===== config.mk =====
export PLATFORM = sky130hd
export DESIGN_NAME = apb_cmd_master
export DESIGN_NICKNAME = d
export VERILOG_FILES = /design/src/rtl/apb_cmd_master.sv
export SDC_FILE = /design/constraint.sdc
export NUM_CORES = 1
export LEC_CHECK = 0
export CORE_MARGIN = 2
export CORE_UTILIZATION = 57
export CTS_CLUSTER_SIZE = 40
export DETAILED_ROUTE_END_ITERATION = 6
export DONT_BUFFER_PORTS = 1
export PLACE_DENSITY = 0.72
export SKIP_CTS_REPAIR_TIMING = 1
export SLEW_MARGIN = 20
export SYNTH_ARGS = -nofsm -noshare
export SYNTH_HDL_FRONTEND = slang
export SYNTH_SLANG_ARGS = --single-unit

===== constraint.sdc =====
create_clock -name clk_i -period 3.05 [get_ports clk_i]
set_clock_uncertainty 0.2 [all_clocks]
set_input_delay 0.61 -clock clk_i [delete_from_list [all_inputs] [get_ports clk_i]]
set_output_delay 0.61 -clock clk_i [all_outputs]
set_load 0.005 [all_outputs]

===== src/rtl/apb_cmd_master.sv =====
// Single-outstanding command-to-APB bridge: accepts one request, runs SETUP/ACCESS
// on APB (with optional wait-state timeout) and returns a held response.
module apb_cmd_master #(
    parameter int TIMEOUT_CYCLES = 255
) (
    input  logic        clk_i,
    input  logic        rst_ni,
    input  logic        req_valid_i,
    output logic        req_ready_o,
    input  logic [31:0] req_addr_i,
    input  logic        req_write_i,
    input  logic [31:0] req_wdata_i,
    input  logic [3:0]  req_strb_i,
    output logic        rsp_valid_o,
    input  logic        rsp_ready_i,
    output logic [31:0] rsp_rdata_o,
    output logic        rsp_err_o,
    output logic        rsp_timeout_o,
    output logic        apb_psel_o,
    output logic        apb_penable_o,
    output logic        apb_pwrite_o,
    output logic [31:0] apb_paddr_o,
    output logic [31:0] apb_pwdata_o,
    output logic [3:0]  apb_pstrb_o,
    output logic [2:0]  apb_pprot_o,
    input  logic [31:0] apb_prdata_i,
    input  logic        apb_pready_i,
    input  logic        apb_pslverr_i
);

    localparam int CW = (TIMEOUT_CYCLES > 0) ? $clog2(TIMEOUT_CYCLES + 1) : 1;
    localparam logic [CW-1:0] CNT_LIMIT = CW'(TIMEOUT_CYCLES);

    typedef enum logic [1:0] {S_IDLE, S_SETUP, S_ACCESS, S_RESP} state_t;

    state_t        r_state;
    state_t        w_state_next;
    logic [CW-1:0] r_cnt;
    logic [CW-1:0] w_cnt_inc;
    logic          r_req_ready;
    logic          r_rsp_valid;
    logic          r_psel;
    logic          r_penable;
    logic          r_pwrite;
    logic [31:0]   r_paddr;
    logic [31:0]   r_pwdata;
    logic [3:0]    r_pstrb;
    logic [31:0]   r_rsp_rdata;
    logic          r_rsp_err;
    logic          r_rsp_timeout;
    logic          w_accept;
    logic          w_done;
    logic          w_timeout;
    logic          w_psel_next;
    logic          w_penable_next;
    logic          w_req_ready_next;
    logic          w_rsp_valid_next;

    assign w_accept  = req_valid_i && r_req_ready;
    assign w_done    = (r_state == S_ACCESS) && apb_pready_i;
    assign w_cnt_inc = r_cnt + CW'(1);
    // Fires on the TIMEOUT_CYCLES-th waited ACCESS cycle; pready in that cycle wins.
    assign w_timeout = (TIMEOUT_CYCLES != 0) && (r_state == S_ACCESS) &&
                       !apb_pready_i && (w_cnt_inc == CNT_LIMIT);

    always_ff @(posedge clk_i or negedge rst_ni) begin
        if (!rst_ni) begin
            r_state <= S_IDLE;
        end else begin
            r_state <= w_state_next;
        end
    end

    always_comb begin
        w_state_next = r_state;
        case (r_state)
            S_IDLE:   if (w_accept) w_state_next = S_SETUP;
            S_SETUP:  w_state_next = S_ACCESS;
            S_ACCESS: if (w_done || w_timeout) w_state_next = S_RESP;
            S_RESP:   if (rsp_ready_i) w_state_next = S_IDLE;
            default:  w_state_next = S_IDLE;
        endcase
    end

    // Output flops are loaded from the next state so they line up with r_state.
    always_comb begin
        w_psel_next      = (w_state_next == S_SETUP) || (w_state_next == S_ACCESS);
        w_penable_next   = (w_state_next == S_ACCESS);
        w_req_ready_next = (w_state_next == S_IDLE);
        w_rsp_valid_next = (w_state_next == S_RESP);
    end

    always_ff @(posedge clk_i or negedge rst_ni) begin
        if (!rst_ni) begin
            r_psel        <= 1'b0;
            r_penable     <= 1'b0;
            r_req_ready   <= 1'b0;
            r_rsp_valid   <= 1'b0;
            r_pwrite      <= 1'b0;
            r_paddr       <= '0;
            r_pwdata      <= '0;
            r_pstrb       <= '0;
            r_cnt         <= '0;
            r_rsp_rdata   <= '0;
            r_rsp_err     <= 1'b0;
            r_rsp_timeout <= 1'b0;
        end else begin
            r_psel      <= w_psel_next;
            r_penable   <= w_penable_next;
            r_req_ready <= w_req_ready_next;
            r_rsp_valid <= w_rsp_valid_next;
            if (w_accept) begin
                r_paddr  <= req_addr_i;
                r_pwrite <= req_write_i;
                r_pwdata <= req_wdata_i;
                r_pstrb  <= req_write_i ? req_strb_i : 4'b0000;
            end
            if (r_state == S_SETUP) begin
                r_cnt <= '0;
            end else if ((r_state == S_ACCESS) && !apb_pready_i && (r_cnt != '1)) begin
                r_cnt <= w_cnt_inc;
            end
            if (w_done) begin
                r_rsp_rdata   <= r_pwrite ? 32'h0 : apb_prdata_i;
                r_rsp_err     <= apb_pslverr_i;
                r_rsp_timeout <= 1'b0;
            end else if (w_timeout) begin
                r_rsp_rdata   <= 32'h0;
                r_rsp_err     <= 1'b1;
                r_rsp_timeout <= 1'b1;
            end
        end
    end

    assign req_ready_o   = r_req_ready;
    assign rsp_valid_o   = r_rsp_valid;
    assign rsp_rdata_o   = r_rsp_rdata;
    assign rsp_err_o     = r_rsp_err;
    assign rsp_timeout_o = r_rsp_timeout;
    assign apb_psel_o    = r_psel;
    assign apb_penable_o = r_penable;
    assign apb_pwrite_o  = r_pwrite;
    assign apb_paddr_o   = r_paddr;
    assign apb_pwdata_o  = r_pwdata;
    assign apb_pstrb_o   = r_pstrb;
    assign apb_pprot_o   = 3'b000;

endmodule


==> impl_results.md, run 1 <==
* Count of routing violations after the opening detailed-route iteration at 101
* Total track usage at 0.2214
* Status: finished, violations left
* Final setup violation count at 0
* Horiz. Die Dim at 96.03 um
* Synthesized instance count at 384
* Worst Path Arrival at 2750 ps
* Nature of the critical path endpoint: flip-flop
* Core region area at 8217 um2
* Post-synthesis sequential area ratio at 0.6065
* Synthesized flop and latch total at 117
* Worst-case hold slack at -394.8 ps
* Number of global-route vias before repair at 3061
* Highest fanout seen on the critical path at 34
* Number of fill cells in the layout at 619
* Number of levels the H-tree was split into at 4
* # Max-Cap Violations at 0
* Final HPWL DP at 6962 um
* Per-instance average area after synthesis at 12.57 um2
* Die ar. at 9221 um2
* Latest clock arrival within the worst-skew pair at 500 ps
* Layout overhead on the synthesized area at 14.52%
* Number of remaining DRC errors at 0
* Path category of the worst min-delay check: primary input to asynchronous set/reset pin
* Overall via count from detail_route at 2964
* Setup slack after placement at 514.2 ps
* Static Leak at 0.002556 uW
* Critical path start-end classification: flip-flop to flip-flop
* Number of nets in the layout at 494
* Clock buffers created by TritonCTS at 17
* Average routed wire per standard cell at 20.91 um
* Routability congestion estimate from global placement at 0.8411
* Pin count of the biggest net entering global routing at 118
* Via-to-Cell Ratio at 5.928
* Grt total ovfl at 0
* Overall die height at 96.03 um
* Maximum achievable frequency at 0.3834 GHz
* Detailed-router iteration count before antenna repair at 4
* RSZ-0062 raised after global routing: no
* Yosys Warn Count at 0
* Initial standard-cell utilization of the core at 0.5875
* Top cells by area, synth: dfrtp_1 61%, mux2_2 15%, o32ai_1 5.3%
* Number of pins with negative max-slew slack in the final report at 0
* Antenna cells at 0
* Area taken by flip-flops and latches at 2929 um2
* Number of port buffers at 0
* CTS tree: built
* Clock tree buffer depth at 2
* Proportion of netlist area held by the largest area contributor at 0.6065
* Row cnt at 33
* Dominant cell type by area after synthesis: dfrtp_1
* Fraction of the core area covered by cells at the end of the flow at 0.6728
* Count of endpoints failing hold in the final timing report at 117
* Req. time, crit path at 3190 ps
* Actual slew at the worst max-slew pin at 677.8 ps
* CTS sink cnt at 117
* Mapped Area at 4827 um2
* Total negative slack at 0 ps
* Slew HR at 0.5410
* Failing checks: hold timing
* Pwr per Cell Area at 1133 nW/um2
* Launching element type of the critical path: flip-flop
* Antenna violations before repair at 0
* Footprint of the multi-input gates at 1639 um2
* Fraction of the cycle the final worst path needs at 0.8552
* Number of antenna-violating nets in the routed design at 0
* Ports at 217
* Root buffer cell: clkbuf_8
* Final Routed Wirelength at 10450 um
* Global-route wire length before repair at 15170 um
* Post-route setup slack at 441.6 ps
* Number of unique standard cell types used by synthesis at 34
* Fraction of final layout cells sized beyond drive strength 1 at 0.2759
* Period minus WS final at 2608 ps
* Max VDD drop at 0.0005258 V
* Clock edge transition at the registers on the reported setup and hold paths at 60 ps
==> cell type report <==
cell class | instances | area share
Inverter | 36 | 0.02445
Multi-Input combinational cell | 206 | 0.2965
Clock inverter | 14 | 0.04029
Timing Repair Buffer | 4 | 0.007696
Clock buffer | 18 | 0.07741
Sequential cell | 117 | 0.5299
Tap cell | 105 | 0.02377
==> state kept, by name (all words and copies together) (netlist names) <==
signal	count
apb_paddr_o	32
apb_penable_o	1
apb_psel_o	1
apb_pstrb_o	4
apb_pwdata_o	32
apb_pwrite_o	1
r_cnt	8
r_state	2
req_ready_o	1
rsp_err_o	1
rsp_rdata_o	32
rsp_timeout_o	1
rsp_valid_o	1
==> cells in the final DEF, fill, tap and decap left out, drive strengths merged, types with 3 or more instances in the layout <==
master and count:
conb 3, ha 5, buf 4, nand2 51, o32ai 33, clkinv 4, dfrtp 117, bufinv 5
nand3 9, inv 39, mux2 66, nor2 3, clkbuf 18, o21ai 11
==> report_power, final <==
part / internal [uW] / leakage (uW) / switching, uW
registers: 2290 / 0.00144 / 701
logic: 611 / 0.000801 / 506
clock network: 1440 / 0.000312 / 715
total: 4340 / 0.00256 / 1920
==> per-layer routing <==
layer / vias to the layer above / GRT usage / part of all wire
met1: 1461 / 0.2486 / 0.37
met4: 0 / 0.1095 / 0.019
met3: 20 / 0.07439 / 0.092
met2: 160 / 0.3762 / 0.52
li1: 1323 / - / -
met5: - / 0 / 0
==> cells in the mapped netlist <==
| cell type | instances |
|---|---|
| o32ai_2 | 4 |
| mux2_2 | 66 |
| o22ai_1 | 1 |
| or3_1 | 1 |
| and3_1 | 2 |
| o41a_1 | 1 |
| a32oi_1 | 1 |
| inv_1 | 36 |
| buf_1 | 2 |
| o311ai_1 | 1 |
| nand3b_1 | 1 |
| nor3_1 | 1 |
| o21ai_0 | 11 |
| nand2b_1 | 2 |
| a22o_1 | 1 |
| a31oi_1 | 1 |
| buf_4 | 3 |
| clkbuf_1 | 19 |
| o32ai_1 | 29 |
| xor2_1 | 2 |
| xnor2_1 | 1 |
| a21o_1 | 1 |
| nor4_4 | 1 |
| buf_6 | 3 |
| nand3_1 | 9 |
| dfrtp_1 | 117 |
| conb_1 | 1 |
| o31ai_1 | 2 |
| and2_1 | 2 |
| ha_1 | 5 |
| nor2b_1 | 2 |
| nand2_1 | 51 |
| o22a_1 | 1 |
| nor2_1 | 3 |
==> path summary, 6_finish.rpt <==
check,startpoint,to,slack (ps),depth (start not counted)
setup / recovery,r_cnt[0],rsp_rdata_o[5],440,7
hold / removal,rst_ni,r_state[1],-390,0
setup reg to reg,r_cnt[0],rsp_rdata_o[5],440,7
hold reg to reg,apb_pstrb_o[1],apb_pstrb_o[1],330,2
max in group asynchronous,rst_ni,apb_pwrite_o,2920,0
min in group clk_i,req_write_i,apb_pstrb_o[2],50,2
==> per-stage QoR <==
| step | cell area [um2] | cells | power, uW |
|---|---|---|---|
| finish | 5528 | 500 | 6263 |
| global route | 5528 | 500 | 6618 |
| CTS | 5527 | 500 | 6324 |
| detailed placement | 4876 | 468 | 4131 |
| global placement | 4876 | 468 | 4033 |
| floorplan | 4835 | 386 | 3750 |
==> critical path, cell delays in order (launching register included) <==
cell and delay [ps]:
dfrtp_1 420, ha_1 270, and2_1 210, o32ai_2 270, a32oi_1 130, nor4_4 350
buf_4 400, o32ai_1 180
==> logic make-up after synthesis <==
kind of cell	Yosys count	share of synthesized area
AND/OR/NAND/NOR	75	0.06998
multiplexers	66	0.1540
XOR/XNOR	3	0.005444
adder cells (fa/ha/maj)	5	0.01296
other	1	0.0007769
flip-flops	117	0.6065
AO/OA/AOI/OAI	54	0.09435
buffers and inverters	63	0.05599
(Power assumes the default switching activity.)
==> inputs of run 2 (changes only) <==
- CELL_PAD_IN_SITES_DETAIL_PLACEMENT: not set -> 1
- CELL_PAD_IN_SITES_GLOBAL_PLACEMENT: not set -> 1
- CORE_UTILIZATION: 57 -> 48
- PLACE_DENSITY: 0.72 -> not set
- PLACE_DENSITY_LB_ADDON: not set -> 0.1
==> impl_results.md, run 2 (synthesized netlist as in run 1, its figures left out) <==
* Maximum achievable frequency at 0.3826 GHz (was 0.3834 GHz)
* Number of global-route vias before repair at 3225 (was 3061)
* Period minus WS final at 2614 ps (was 2608 ps)
* Pwr per Cell Area at 1097 nW/um2 (was 1133 nW/um2)
* Antenna cells at 0 (unchanged)
* CTS tree: built (unchanged)
* Fraction of the cycle the final worst path needs at 0.8570 (was 0.8552)
* Number of remaining DRC errors at 0 (unchanged)
* Number of placed instances, taps included at 496 (was 468)
* Average routed wire per standard cell at 21.25 um (was 20.91 um)
* Via-to-Cell Ratio at 5.644 (was 5.928)
* Horiz. Die Dim at 104.3 um (was 96.03 um)
* Slowest stage cell, crit path: dfrtp_1 (unchanged)
* Startpoint of the most critical setup path: r_cnt[0] (unchanged)
* Number of port buffers at 0 (unchanged)
* Die ar. at 10870 um2 (was 9221 um2)
* Worst Path Arrival at 2770 ps (was 2750 ps)
* Global-route wire length before repair at 17550 um (was 15170 um)
* Number of nets in the layout at 494 (unchanged)
* Worst setup slack for register-to-register paths at 440 ps (about the same)
* Routability congestion estimate from global placement at 0.7380 (was 0.8411)
* Number of levels the H-tree was split into at 4 (unchanged)
* Core region area at 9774 um2 (was 8217 um2)
* CTS sink cnt at 117 (unchanged)
* Count of routing violations after the opening detailed-route iteration at 132 (was 101)
* Crit-path max cell delay at 430 ps (was 420 ps)
* Ports at 217 (unchanged)
* Final Routed Wirelength at 11220 um (was 10450 um)
* Antenna violations before repair at 0 (unchanged)
* Actual slew at the worst max-slew pin at 691.6 ps (was 677.8 ps)
* # Max-Cap Violations at 0 (unchanged)
* Clock edge transition at the registers on the reported setup and hold paths at 60 ps (about the same)
* Max VDD drop at 0.0005592 V (was 0.0005258 V)
* Clock buffers created by TritonCTS at 17 (unchanged)
* Number of pins with negative max-slew slack in the final report at 0 (unchanged)
* Highest fanout seen on the critical path at 34 (unchanged)
* Number of fill cells in the layout at 975 (was 619)
* Detailed-router iteration count before antenna repair at 4 (unchanged)
* Fraction of final layout cells sized beyond drive strength 1 at 0.2734 (was 0.2759)
* Root buffer cell: clkbuf_8 (unchanged)
* Status: finished, violations left (unchanged)
* Post-route insts no fill at 528 (was 500)
* Final HPWL DP at 7627 um (was 6962 um)
* RSZ-0062 raised after global routing: no (unchanged)
* Overall via count from detail_route at 2980 (was 2964)
* Count of endpoints failing hold in the final timing report at 117 (unchanged)
* Failing checks: hold timing (unchanged)
* Clock tree buffer depth at 2 (unchanged)
* Worst flop-to-flop path startpoint: r_cnt[0] (unchanged)
* Req. time, crit path at 3210 ps (was 3190 ps)
* Slew HR at 0.5389 (was 0.5410)
* Most frequent cells in the layout: 116 x dfrtp_1, 66 x mux2_2, 50 x nand2_1, 36 x inv_1, 29 x o32ai_1 (unchanged)
* Worst-case hold slack at -413.3 ps (was -394.8 ps)
* Total negative slack at 0 ps (unchanged)
* Critical path start-end classification: flip-flop to flip-flop (unchanged)
* Area taken by flip-flops and latches at 2929 um2 (unchanged)
* Layout overhead on the synthesized area at 13.40% (was 14.52%)
* Final setup violation count at 0 (unchanged)
* Number of antenna-violating nets in the routed design at 0 (unchanged)
* Final instance area at 5474 um2 (was 5528 um2)
* Footprint of the multi-input gates at 1639 um2 (unchanged)
* Total track usage at 0.2091 (was 0.2214)
* Initial standard-cell utilization of the core at 0.4939 (was 0.5875)
* Latest clock arrival within the worst-skew pair at 510 ps (was 500 ps)
* Launching element type of the critical path: flip-flop (unchanged)
* Most common library cell in the layout ignoring fill and taps: dfrtp_1 (unchanged)
* Pin count of the biggest net entering global routing at 118 (unchanged)
* Nature of the critical path endpoint: flip-flop (unchanged)
* Static Leak at 0.002507 uW (was 0.002556 uW)
* Cells along the critical path: ha_1 -> and2_1 -> o32ai_2 -> a32oi_1 -> nor4_4 -> buf_4 -> o32ai_1 (unchanged)
* Row cnt at 36 (was 33)
* Grt total ovfl at 0 (unchanged)
* Overall die height at 104.3 um (was 96.03 um)
* Cell Area, Placed at 4912 um2 (was 4876 um2)
* Path category of the worst min-delay check: primary input to asynchronous set/reset pin (unchanged)
[run 2: cell count changes in the layout (fill, tap and decap cells not counted)]
cell	previous run	this run
bufinv_16	5	1
clkinvlp_4	2	4
inv_6	3	5
inv_8	0	2
clkbuf_1	0	1
clkbuf_8	2	1
clkinv_2	1	0
clkinv_4	3	2
[run 2: worst max-delay path: cells and delay by family (launching register included)]
| kind | cells | cell delay, ps |
|---|---|---|
| flops | 1 | 430 |
| simple gates | 2 | 540 |
| compound gates | 3 | 610 |
| buf+inv | 1 | 400 |
| fa+ha+maj | 1 | 270 |
[run 2: layout make-up]
class,count,area share
Tap cell,133,0.03040
Clock buffer,18,0.07634
Multi-Input combinational cell,206,0.2994
Inverter,36,0.02469
Timing Repair Buffer,4,0.007771
Clock inverter,14,0.02629
Sequential cell,117,0.5351
[run 2: report_power, final]
part	total (uW)	internal (uW)	leakage, uW	switching [uW]
Combinational	1120	611	0.000801	508
Clock	1870	1100	0.000263	770
Sequential	3010	2290	0.00144	724
[run 2: worst paths after layout]
kind,to,depth (start not counted)
setup / recovery,rsp_rdata_o[7],7
hold / removal,rsp_rdata_o[19],0
setup reg to reg,rsp_rdata_o[7],7
hold reg to reg,apb_pstrb_o[3],2
max in group asynchronous,r_cnt[7],0
min in group clk_i,apb_pstrb_o[1],2
[run 2: metal layers]
| metal | GRT usage | routed length, um |
|---|---|---|
| met1 | 0.2256 | 4196 |
| met2 | 0.3567 | 5674 |
| met3 | 0.09461 | 1104 |
| met4 | 0.08398 | 244 |
| met5 | 0 | 0 |
[run 2: metrics by stage]
stage          setup slack, ps  power (uW)  utilization  hold slack (ps)
2_1_floorplan            513.0        3750            -            114.4
3_3_place_gp             606.5        4072       0.5024            117.1
3_5_place_dp             519.9        4174       0.5026            116.8
4_1_cts                  425.4        6088       0.5600           -431.9
5_1_grt                  273.2        6363       0.5600           -436.8
6_report                 436.3        6006       0.5600           -413.3
